**config.mk**
```make
export PLATFORM = sky130hd
export DESIGN_NAME = alu_op_sequencer
export DESIGN_NICKNAME = d
export VERILOG_FILES = /design/src/rtl/alu_op_sequencer.sv
export SDC_FILE = /design/constraint.sdc
export NUM_CORES = 1
export LEC_CHECK = 0
export ABC_AREA = 1
export CAP_MARGIN = 20
export CORE_ASPECT_RATIO = 0.7
export CORE_UTILIZATION = 48
export CTS_BUF_LIST = sky130_fd_sc_hd__clkbuf_8
export DETAILED_ROUTE_END_ITERATION = 6
export PLACE_DENSITY = 0.87
export RECOVER_POWER = 50
export SETUP_SLACK_MARGIN = 0.05
export SLEW_MARGIN = 0
export SYNTH_ARGS = -nofsm -noshare
export SYNTH_HDL_FRONTEND = slang
export SYNTH_SLANG_ARGS = --single-unit
```
**constraint.sdc**
```tcl
create_clock -name clk -period 2.2 [get_ports clk]
set_input_delay 0.44 -clock clk [delete_from_list [all_inputs] [get_ports clk]]
set_output_delay 0.44 -clock clk [all_outputs]
set_load 0.005 [all_outputs]
```
**src/rtl/alu_op_sequencer.sv**
```systemverilog
// Front-end sequencer for a combinational ALU: loads operands, holds the
// ALU inputs for a settle window, then captures f/v/c and pulses done.
module alu_op_sequencer #(
  parameter int N      = 8,
  parameter int SETTLE = 2
) (
  input  logic         clk,
  input  logic         rst_n,
  input  logic [N-1:0] din,
  input  logic         ld_a,
  input  logic         ld_b,
  input  logic         op_m,
  input  logic [1:0]   op_s,
  input  logic         chain,
  input  logic         start,
  output logic         alu_m,
  output logic [1:0]   alu_s,
  output logic [N-1:0] alu_a,
  output logic [N-1:0] alu_b,
  input  logic [N-1:0] alu_f,
  input  logic         alu_v,
  input  logic         alu_c,
  output logic         busy,
  output logic         done,
  output logic [N-1:0] result,
  output logic         v_out,
  output logic         c_out,
  output logic         err
);

  typedef enum logic {
    ST_IDLE,
    ST_SETTLE
  } state_t;

  localparam logic [3:0] CNT_INIT = 4'(SETTLE - 1);

  state_t     state_q, state_d;
  logic [3:0] cnt_q, cnt_d;
  logic       chain_q;
  logic       accept;
  logic       capture;

  assign busy = (state_q == ST_SETTLE);

  // State and settle counter registers.
  always_ff @(posedge clk) begin
    if (!rst_n) begin
      state_q <= ST_IDLE;
      cnt_q   <= '0;
    end else begin
      state_q <= state_d;
      cnt_q   <= cnt_d;
    end
  end

  // Next state: accept start when idle, count down, capture on zero.
  always_comb begin
    state_d = state_q;
    cnt_d   = cnt_q;
    accept  = 1'b0;
    capture = 1'b0;
    case (state_q)
      ST_IDLE: begin
        if (start) begin
          accept  = 1'b1;
          state_d = ST_SETTLE;
          cnt_d   = CNT_INIT;
        end
      end
      ST_SETTLE: begin
        if (cnt_q == 4'd0) begin
          capture = 1'b1;
          state_d = ST_IDLE;
        end else begin
          cnt_d = cnt_q - 4'd1;
        end
      end
      default: state_d = ST_IDLE;
    endcase
  end

  // Operand, opcode, result and error registers.
  always_ff @(posedge clk) begin
    if (!rst_n) begin
      alu_m   <= 1'b0;
      alu_s   <= 2'd0;
      alu_a   <= '0;
      alu_b   <= '0;
      chain_q <= 1'b0;
      result  <= '0;
      v_out   <= 1'b0;
      c_out   <= 1'b0;
      done    <= 1'b0;
      err     <= 1'b0;
    end else begin
      if (!busy) begin
        if (ld_a) alu_a <= din;
        if (ld_b) alu_b <= din;
      end
      if (accept) begin
        alu_m   <= op_m;
        alu_s   <= op_s;
        chain_q <= chain;
        err     <= 1'b0;
      end else if (busy && start) begin
        err <= 1'b1;
      end
      if (capture) begin
        result <= alu_f;
        v_out  <= alu_v;
        c_out  <= alu_c;
        if (chain_q) alu_a <= alu_f;
      end
      done <= capture;
    end
  end

endmodule

```
== Yosys cells after proc, flatten, opt, wreduce, memory -nomap -nowiden ==
Index checks and enable logic that the tools add are counted.
Widths: inputs -> output; s select.

* Register bits after elaboration: 37
* Output and inout port bits: 32
* Logic and storage cells: 35
* Bits of input ports: 27

* Multiplexer cells: 13
* $add $sub $neg: 1
* Reductions and logical operators: 5
* Bitwise operators: 2
* Eq/ne operators: 2

{| class="wikitable"
|+ Operators with widths
! cell !! count
|-
| $mux 8 || 4
|-
| $mux 4 || 2
|-
| $pmux 4 s2 || 1
|-
| $mux 1 || 5
|-
| $logic_not 4->1 || 1
|-
| $ne 2x2->1 const B || 2
|-
| $reduce_and 2->1 || 2
|-
| $sub 4x1->4 const B || 1
|-
| $not 1->1 || 2
|-
| $pmux 1 s2 || 1
|-
| $reduce_or 2->1 || 1
|-
| $logic_and 1x1->1 || 1
|}

== Depth between registers and ports, before layout ==
Gate-level depths: netlist (run 1).

* Depth after elaboration: 4
* Depth in mapped cells: 7
* Mapped depth without buffers: 7

== Least setup slack after synthesis (run 1) ==
Ideal clock, no wire load.

* Path kind: flip-flop to flip-flop
* Start point: register cnt_q[0]
* End point: register cnt_q[0]
* Data arrival time: 1.099 ns
* Setup slack: 0.984 ns
* Required time: 2.083 ns
* Clock period less this slack: 1.216 ns
* Setup time: 0.117 ns
* Cell stages (with the launch flop): 8
* Path through: dfxtp_1 inv_1 ha_1 nand2_1 nand2_1 inv_1 nor3_1 nor2_1

* Word-level cells in the longest chain between the ends: 3
* Elaborated cells on any way between the ends: 6
* Those cells by class: 1 x add/sub; 1 x eq/ne; 2 x mux; 2 x reduce/logical

{| class="wikitable"
|+ RTL lines
! item !! RTL line !! source
|-
| from (decl) || 39 || <nowiki>logic [3:0] cnt_q, cnt_d;</nowiki>
|-
| from (signal assigned) || 53 || <nowiki>cnt_q <= cnt_d;</nowiki>
|-
| $sub 4x1->4 or $logic_not 4->1 (tied branches) || 76, 72 ||
|-
| $mux 4 or $ne 2x2->1 (tied branches) || -- ||
|-
| $pmux 4 s2 or $reduce_and 2->1 (tied branches) || -- ||
|}

Parallel ways exist; a longest one is shown, timed or not. The select of a mux whose other input is x is not followed.
A chain may end at the register's enable or synchronous reset.

== Worst setup path after layout (run 1) ==
* Start point: register state_q (netlist: busy)
* End point: output busy

{| class="wikitable"
|+ RTL lines
! item !! RTL line !! source
|-
| from (decl) || 38 || <nowiki>state_t state_q, state_d;</nowiki>
|-
| from (signal assigned) || 52 || <nowiki>state_q <= state_d;</nowiki>
|-
| to (decl) || 23 || <nowiki>output logic busy,</nowiki>
|}

No word-level cell between the ends.

==> out/metrics.cfg, run 1 <==
[outcome]
status = finished clean

[grt]
grt_overflow = 0
grt_pass1_vias = 1311
grt_first_pass_wirelength_um = 5850
antenna_found_initial = 0
grt_use_total = 0.217
grt_max_degree = 27

[run]
cap_violations = 0

[layout]
postLayoutCellArea_mm2 = 0.00217
nets = 285
register_area_um2 = 741
drive_gt1_frac = 0.0504
area_delta_synth_final_pct = 43.6
multiInputGateArea_um2 = 642
n_fill_cell = 212
n_antenna_cell = 0

[timing]
worst_pin_slew_ns = 0.448
relSlewSlack = 0.700
fin_tns_setup_ns = 0
setup_viol = 0
fmax_mhz = 578
slew_viol_final = 0
clock_skew_ns = 0.00819
period_needed_ns = 1.73
hold_viol_final = 0
rsz0062_at_grt = no
finalCritPeriodShare = 0.787

[clocking]
clock_latency_ns = 0.29
cts_resized = 0
clock_sinks = 37
cts.reportedPaths.clkPinSlew_ns = 0.08
post_cts_buffers = 0
cts_tree = done
cts-hold-fix-buffers = 0
h-tree-depth = 2
clock_path_buffers = 2
root_buffer = clkbuf_8
numCtsBuffers = 5

[critical_path]
worstPathMaxFanout = 5
crit_path_cell_trace = clkdlybuf4s50_1
cp-end-kind = primary output
critPathBufInv = 1
slowest_delay_ns = 0.55
critPathArrivalTime_ns = 1.29
path_delay_family = buffers and inverters
slowest_stage = clkdlybuf4s50_1
critical_path_class = flop to primary output
worst-endpoint-required_ns = 1.76
start_kind = flop

[logic_synthesis]
synth_area_leader_cell = dfxtp_1
synth-edff-count = 0
ys_seq_area_frac = 0.489
yosysWarnings = 0
synthTopCellsByCount = nor2_1 (44), dfxtp_1 (37), nand2_1 (24), o21ai_0 (24), nand3_1 (20)
yosysTopAreaCellShare = 0.489
syn_inst = 199
netlist-cell-type-count = 21
synth_fp_nets = 227
avgSynthCellArea_um2 = 7.61
yosys.cell_count.top_type = nor2_1
async_flop_share = 0
syn-cell-area_mm2 = 0.00151
ys.flop_type = dfxtp_1
ys_ff_latch = 37
yosys-top-cells-area = dfxtp_1 (49%), nor2_1 (11%), o21ai_0 (7.9%)

[route]
vias = 1450
ant_nets = 0
drc = 0
vias_per_cell = 4.93
wirelength_um = 3380
firstDrtPassIters = 4
wl_per_cell_um = 11.5
drtIter0Drc = 117

[placed_design]
post_dp_cell_area_mm2 = 0.00210
numPortBuffers = 58
gp_congestion = 0.801
hpwlAfterDp_um = 2480

[power]
peakVddDrop_uv = 403
p_leak_nw = 0.913
p_per_area_mw_per_mm2 = 709

[floorplanning]
rows = 16
initial_core_util = 0.522
io_pins = 59
fp.coreArea_mm2 = 0.00290
die_h_um = 49.0
die_w_um = 69.1
fp.dieArea_mm2 = 0.00339

[min_path]
hp-class = flop to flop

## worst paths after layout
kind	start	endpoint	slack, ns	depth (start not counted)
worst max-delay path	busy$_SDFF_PN0_	busy	0.47	1
worst max register to register	busy$_SDFF_PN0_	cnt_q[0]$_SDFFE_PN0P_	0.65	5
worst min register to register	v_out$_SDFFE_PN0N_	v_out$_SDFFE_PN0N_	0.45	2
worst min-delay path	v_out$_SDFFE_PN0N_	v_out$_SDFFE_PN0N_	0.45	2
## final cells by class
| type | instances | share of cell area |
|---|---|---|
| clock inverter | 3 | 0.00806 |
| timing repair buffer | 59 | 0.271 |
| inverter | 19 | 0.0328 |
| tap | 36 | 0.0207 |
| clock buffer | 5 | 0.0317 |
| sequential | 37 | 0.341 |
| multi-input combinational | 135 | 0.295 |
## where the power goes
group          internal (mW)  total (mW)  leakage [nW]  switching [mW]
Clock                  0.218       0.457        0.0439           0.239
Combinational          0.176       0.320         0.564           0.144
Sequential             0.728       0.762         0.305          0.0340
## metal layers
metal | routed length (um) | global-route usage
met4 | 41 | 0.0816
met2 | 1580 | 0.346
met3 | 197 | 0.0537
met5 | 0 | 0
met1 | 1560 | 0.285
## metrics by stage
step                 util  power, mW  std cells  hold slack (ns)  setup WS (ns)
global placement    0.722       1.10        286            0.433          0.571
detailed placement  0.722       1.11        286            0.436          0.524
global route        0.749       1.63        294            0.470          0.395
finish              0.749       1.54        294            0.447          0.470
floorplan               -      0.933        199            0.440          0.984
CTS                 0.752       1.56        294            0.449          0.436
## cell families (layout without fill, tap and decap cells)
| logic type | count (synthesis) | after routing | synth area share |
|---|---|---|---|
| adders and majority gates | 1 | 1 | 0.00826 |
| DFF | 37 | 37 | 0.489 |
| AOI/OAI and AO/OA | 38 | 38 | 0.126 |
| buffers and inverters | 27 | 86 | 0.0802 |
| xor gates and xnor gates | 1 | 1 | 0.00579 |
| and+or+nand+nor | 95 | 95 | 0.291 |
## sequential cells by signal, indices dropped and copies added, names as in the netlist
name and cells:
v_out 1, result 8, alu_a 8, alu_m 1, err 1, alu_s 2
chain_q 1, done 1, alu_b 8, cnt_q 4, c_out 1, busy 1
## placed cells by master, fill, tap and decap left out, types with 2 or more instances in the layout
master / synthesis / routed
clkdlybuf4s50_1: 0 / 50
nor2_1: 44 / 44
dfxtp_1: 37 / 37
nand2_1: 24 / 26
o21ai_0: 24 / 24
nand3_1: 20 / 20
inv_1: 17 / 19
a21oi_1: 14 / 14
dlygate4sd3_1: 0 / 8
clkbuf_8: 0 / 5
clkinv_2: 0 / 2
## worst min-delay path, cell delays in order (launching register included)
cell and delay (ns):
dfxtp_1 0.32, inv_1 0.05, a21oi_1 0.05
Power figures use the tool's default switching activity.
==> run 2, diff against run 1 <==
--- a/config.mk
+++ b/config.mk
@@ -8,10 +8,10 @@
 export ABC_AREA = 1
 export CAP_MARGIN = 20
 export CORE_ASPECT_RATIO = 0.7
-export CORE_UTILIZATION = 48
+export CORE_UTILIZATION = 45
 export CTS_BUF_LIST = sky130_fd_sc_hd__clkbuf_8
 export DETAILED_ROUTE_END_ITERATION = 6
-export PLACE_DENSITY = 0.87
+export PLACE_DENSITY = 0.82
 export RECOVER_POWER = 50
 export SETUP_SLACK_MARGIN = 0.05
 export SLEW_MARGIN = 0
==> constraint.sdc (replaced) <==
create_clock -name clk -period 1.8 [get_ports clk]
set_input_delay 0.36 -clock clk [delete_from_list [all_inputs] [get_ports clk]]
set_output_delay 0.36 -clock clk [all_outputs]
set_load 0.005 [all_outputs]
==> run 2 against run 1 <==
Compared with the run above:
- combinational power increased by 23%
- sequential cell count unchanged
- clock skew fell by 0.00063 ns
- final area is 2.0% higher
- setup slack lost 0.36 ns
- die area increased by 6.4%
- the flow now finishes with violations (design-rule violations)
==> out/metrics.cfg, run 2 (synthesized netlist as in run 1, its figures left out) <==
[outcome]
status = finished with violations
failed_checks = design-rule violations

[critical_path]
cp-end-kind = primary output
slowest_delay_ns = 0.56  ; about the same
ff2ff_setup_slack_ns = 0.22  ; -0.43 ns
worstPathMaxFanout = 5  ; unchanged
cp_num_cells = 1  ; unchanged
r2r_start = busy$_SDFF_PN0_
worst-endpoint-required_ns = 1.44  ; -0.32 ns
critPathArrivalTime_ns = 1.33  ; +0.04 ns
critPathBufInv = 1  ; unchanged
path_delay_family = buffers and inverters
crit_path_cell_trace = clkdlybuf4s50_1
slowest_stage = clkdlybuf4s50_1
r2r.worst_path.cells = 5  ; unchanged
reg2reg_to = cnt_q[0]$_SDFFE_PN0P_
start_kind = flop
critical_path_class = flop to primary output

[grt]
grt_first_pass_wirelength_um = 5690  ; -2.7%
grt_use_total = 0.204  ; -0.0130
grt_pass1_vias = 1307  ; -0.31%
grt_max_degree = 34  ; +26%
grt_overflow = 0  ; unchanged
antenna_found_initial = 0  ; unchanged

[layout]
final_common_cell = clkdlybuf4s50_1
layout_common_cells = clkdlybuf4s50_1 (50), nor2_1 (44), dfxtp_1 (37)
register_area_um2 = 741  ; unchanged
n_antenna_cell = 0  ; unchanged
stdcell_count = 296  ; +0.68%
n_fill_cell = 287  ; +35%
area_delta_synth_final_pct = 46.4
drive_gt1_frac = 0.0504  ; unchanged
nets = 285  ; unchanged
largestRegisters = alu_a x8, alu_b x8, result x8
multiInputGateArea_um2 = 642  ; unchanged

[floorplanning]
rows = 17  ; +1
initial_core_util = 0.478  ; -0.0439
io_pins = 59  ; unchanged
fp.dieArea_mm2 = 0.00360  ; +6.4%
die_w_um = 71.3  ; +3.2%
die_h_um = 50.5  ; +3.1%
fp.coreArea_mm2 = 0.00317  ; +9.2%

[clocking]
clock_sinks = 37  ; unchanged
h-tree-depth = 2  ; unchanged
clock_path_buffers = 2  ; unchanged
cts_resized = 0  ; unchanged
root_buffer = clkbuf_8
cts_tree = done
clock_latency_ns = 0.30  ; about the same
cts-hold-fix-buffers = 0  ; unchanged
numCtsBuffers = 5  ; unchanged
post_cts_buffers = 0  ; unchanged
cts.reportedPaths.clkPinSlew_ns = 0.08  ; about the same

[route]
ant_nets = 0  ; unchanged
vias = 1446  ; -0.28%
drtIter0Drc = 143  ; +22%
wirelength_um = 3520  ; +4.1%
drc = 5  ; +5
firstDrtPassIters = 7  ; +3
vias_per_cell = 4.89  ; -0.95%
wl_per_cell_um = 11.9  ; +3.4%

[min_path]
hp-start = result[2]$_SDFFE_PN0N_
worst_hold_path.endpoint = result[2]$_SDFFE_PN0N_
hold_depth = 2  ; unchanged
hp-class = flop to flop

[timing]
period_needed_ns = 1.69
fin_tns_setup_ns = 0  ; unchanged
fmax_mhz = 593
relSlewSlack = 0.709  ; +0.00911
finalCritPeriodShare = 0.937
hold_viol_final = 0  ; unchanged
setup_viol = 0  ; unchanged
worst_pin_slew_ns = 0.435  ; -0.0135 ns
rsz0062_at_grt = yes
slew_viol_final = 0  ; unchanged
clock_skew_ns = 0.00755  ; -0.000631 ns

[power]
power.internal_mw = 1.52  ; +36%
p_clk_frac = 0.358  ; +0.061
p_per_area_mw_per_mm2 = 933  ; +32%
p_comb_frac = 0.191  ; -0.017
seqPwrFrac = 0.451  ; -0.044
switching_share = 0.264  ; -0.00662
p_switching_mw = 0.547  ; +31%
p_leak_nw = 0.930  ; +1.9%
peakVddDrop_uv = 450  ; +11%

[placed_design]
gp_congestion = 0.823  ; +2.8%
placedCellCount = 288  ; +0.70%
hpwlAfterDp_um = 2460  ; -0.64%
numPortBuffers = 58  ; unchanged

[run]
cap_violations = 0  ; unchanged

run 2: cell types whose count changed in the layout (fill, tap and decap cells not counted):
cell       change
buf_12         +1
clkinv_4       +1
bufinv_16      +1
buf_4          -1
clkinv_2       -2
run 2: layout make-up:
class | count | area share
Multi-Input combinational cell | 135 | 0.290
Inverter | 19 | 0.0322
Clock buffer | 5 | 0.0310
Clock inverter | 3 | 0.0209
Sequential cell | 37 | 0.334
Tap cell | 38 | 0.0214
Timing Repair Buffer | 59 | 0.271
run 2: metal layers:
metal | GRT usage | wire length [um]
met1 | 0.263 | 1740
met2 | 0.325 | 1500
met3 | 0.0562 | 233
met4 | 0.0800 | 45
met5 | 0 | 0
run 2: power by group through the flow:
stage                     sequential (mW)  combinational, mW  clock [mW]
final                               0.932              0.395       0.742
after global routing                0.942              0.439       0.775
after CTS                           0.934              0.406       0.739
after detailed placement            0.952              0.404           0
after global placement              0.951              0.397           0
after floorplan                     0.954              0.186           0
run 2: stage by stage:
stage	instance area (um2)	worst slack, ns	hold slack, ns	total power [mW]	utilization
6_report	2220	0.114	0.447	2.07	0.700
5_1_grt	2220	0.0421	0.471	2.16	0.700
4_1_cts	2230	0.105	0.447	2.08	0.703
3_5_place_dp	2110	0.235	0.435	1.36	0.666
3_3_place_gp	2110	0.266	0.432	1.35	0.666
2_1_floorplan	1510	0.584	0.440	1.14	-
run 2: worst max path at each step:
stage / to / slack (ns) / start
6_report: busy / 0.11 / busy$_SDFF_PN0_
5_1_grt: result[1]$_SDFFE_PN0N_ / 0.04 / cnt_q[0]$_SDFFE_PN0P_
4_1_cts: busy / 0.11 / busy$_SDFF_PN0_
3_5_place_dp: alu_a[4]$_SDFF_PN0_ / 0.23 / ld_a
3_3_place_gp: alu_a[1]$_SDFF_PN0_ / 0.27 / ld_a
2_1_floorplan: cnt_q[0]$_SDFFE_PN0P_ / 0.58 / cnt_q[0]$_SDFFE_PN0P_
==> run 3, diff against run 2 <==
--- a/config.mk
+++ b/config.mk
@@ -7,11 +7,13 @@
 export LEC_CHECK = 0
 export ABC_AREA = 1
 export CAP_MARGIN = 20
+export CELL_PAD_IN_SITES_DETAIL_PLACEMENT = 2
+export CELL_PAD_IN_SITES_GLOBAL_PLACEMENT = 2
 export CORE_ASPECT_RATIO = 0.7
-export CORE_UTILIZATION = 45
+export CORE_UTILIZATION = 24
 export CTS_BUF_LIST = sky130_fd_sc_hd__clkbuf_8
 export DETAILED_ROUTE_END_ITERATION = 6
-export PLACE_DENSITY = 0.82
+export PLACE_DENSITY = 0.81
 export RECOVER_POWER = 50
 export SETUP_SLACK_MARGIN = 0.05
 export SLEW_MARGIN = 0
==> run 3 against run 2 <==
Compared with the run above:
- routed wire length grew 35%
- sequential power about the same
- the flow now finishes without violations
- maximum frequency up 5.5%
==> out/metrics.cfg, run 3 (synthesized netlist as in run 1, its figures left out) <==
[outcome]
status = finished clean

[floorplanning]
die_w_um = 96.9  ; +36%
rows = 23  ; +6
fp.coreArea_mm2 = 0.00590  ; +86%
die_h_um = 68.5  ; +35%
fp.dieArea_mm2 = 0.00663  ; +84%
initial_core_util = 0.257  ; -0.221
io_pins = 59  ; unchanged

[timing]
period_needed_ns = 1.60  ; -0.0880 ns
fin_tns_setup_ns = 0  ; unchanged
fmax_mhz = 626  ; +5.5%
slew_viol_final = 0  ; unchanged
fin_ws_ns = 0.202  ; +0.0880 ns
relSlewSlack = 0.660  ; -0.0493
hold_viol_final = 0  ; unchanged
finalCritPeriodShare = 0.888  ; -0.0489
setup_viol = 0  ; unchanged
rsz0062_at_grt = no
worst_pin_slew_ns = 0.510  ; +0.0748 ns
clock_skew_ns = 0.00753  ; -0.0000286 ns
hold_ws_ns = 0.449  ; +0.00286 ns

[critical_path]
worstPathMaxFanout = 5  ; unchanged
critPathBufInv = 1  ; unchanged
start_kind = flop
r2r_start = cnt_q[0]$_SDFFE_PN0P_
slowest_stage = clkdlybuf4s50_1
critical_path_class = flop to primary output
r2r.worst_path.cells = 5  ; unchanged
path_delay_family = buffers and inverters
ff2ff_setup_slack_ns = 0.24  ; +0.02 ns
reg2reg_to = alu_a[0]$_SDFF_PN0_
crit_path_cell_trace = clkdlybuf4s50_1
cp-end-kind = primary output
slowest_delay_ns = 0.53  ; -0.03 ns
critPathArrivalTime_ns = 1.24  ; -0.09 ns
worst-endpoint-required_ns = 1.44  ; about the same

[power]
p_leak_nw = 0.941  ; +1.1%
power_mw = 2.09  ; +1.1%
p_per_area_mw_per_mm2 = 917  ; -1.8%
peakVddDrop_uv = 348  ; -23%

[layout]
final_common_cell = clkdlybuf4s50_1
drive_gt1_frac = 0.0656  ; +0.0152
postLayoutCellArea_mm2 = 0.00228  ; +2.9%
nets = 286  ; +0.35%
n_antenna_cell = 0  ; unchanged
final_core_util = 0.387  ; -0.313
largestRegisters = alu_a x8, alu_b x8, result x8
stdcell_count = 334  ; +13%
layout_common_cells = clkdlybuf4s50_1 (51), nor2_1 (44), dfxtp_1 (36)
area_delta_synth_final_pct = 50.7

[route]
drc = 0  ; -5
firstDrtPassIters = 3  ; -4
drtIter0Drc = 43  ; -70%
ant_nets = 0  ; unchanged
vias_per_cell = 4.55  ; -6.8%
wl_per_cell_um = 14.2  ; +20%
wirelength_um = 4760  ; +35%
vias = 1520  ; +5.1%

[min_path]
worst_hold_path.endpoint = result[4]$_SDFFE_PN0N_
hp-start = result[4]$_SDFFE_PN0N_
hp-class = flop to flop
hold_depth = 2  ; unchanged

[grt]
grt_overflow = 0  ; unchanged
grt_use_total = 0.146  ; -0.0579
grt_pass1_vias = 1511  ; +16%
antenna_found_initial = 0  ; unchanged
grt_max_degree = 34  ; unchanged
grt_first_pass_wirelength_um = 7400  ; +30%

[clocking]
cts_tree = done
cts.reportedPaths.clkPinSlew_ns = 0.08  ; about the same
numCtsBuffers = 5  ; unchanged
clock_latency_ns = 0.29  ; about the same
clock_path_buffers = 2  ; unchanged
h-tree-depth = 2  ; unchanged
cts-hold-fix-buffers = 0  ; unchanged
root_buffer = clkbuf_8
post_cts_buffers = 0  ; unchanged
clock_sinks = 37  ; unchanged

[placed_design]
placedCellCount = 326  ; +13%
hpwlAfterDp_um = 3560  ; +45%
post_dp_cell_area_mm2 = 0.00217  ; +2.5%
numPortBuffers = 58  ; unchanged
dp_worst_setup_slack_ns = 0.134  ; -0.101 ns
gp_congestion = 0.730  ; -11%

[run]
cap_violations = 0  ; unchanged

run 3: cell types whose count changed in the layout (fill, tap and decap cells not counted), sizes merged:
cell	previous run	this run
buf	1	2
clkdlybuf4s50	50	51
dlygate4sd3	8	7
run 3: worst max-delay path by stage:
stage / from / endpoint / depth (start not counted)
finish: busy$_SDFF_PN0_ / busy / 1
global route: cnt_q[0]$_SDFFE_PN0P_ / alu_a[0]$_SDFF_PN0_ / 6
CTS: busy$_SDFF_PN0_ / busy / 1
detailed placement: cnt_q[0]$_SDFFE_PN0P_ / result[2]$_SDFFE_PN0N_ / 5
global placement: cnt_q[0]$_SDFFE_PN0P_ / result[1]$_SDFFE_PN0N_ / 5
floorplan: cnt_q[0]$_SDFFE_PN0P_ / cnt_q[0]$_SDFFE_PN0P_ / 7
run 3: final cells by class:
| class | count | area (um2) |
|---|---|---|
| clock buffers | 5 | 68.8 |
| well taps | 75 | 93.8 |
| inverters | 19 | 71.3 |
| clock inverters | 3 | 46.3 |
| repair buffers | 60 | 608 |
| flip-flops and latches | 37 | 742 |
| fillers | 693 | 3620 |
| multi-input cells | 135 | 651 |
run 3: per-layer routing:
metal  GRT usage  vias to the layer above  share of wire
met5           0                        -              0
met4      0.0448                        0         0.0076
met3      0.0449                        4          0.042
met2       0.247                       35           0.47
met1       0.181                      724           0.48
li1            -                      757              -
run 3: what timing repair did:
action / in CTS / in global routing
hold endpoints to repair: 0 / 0
resized for setup: 0 / 2
setup endpoints to repair: 0 / 3
run 3: power by group:
| part | switching, mW | leakage [nW] | internal (mW) |
|---|---|---|---|
| clock | 0.323 | 0.0543 | 0.415 |
| combinational | 0.197 | 0.581 | 0.223 |
| sequential | 0.0433 | 0.305 | 0.890 |
| total | 0.563 | 0.941 | 1.53 |
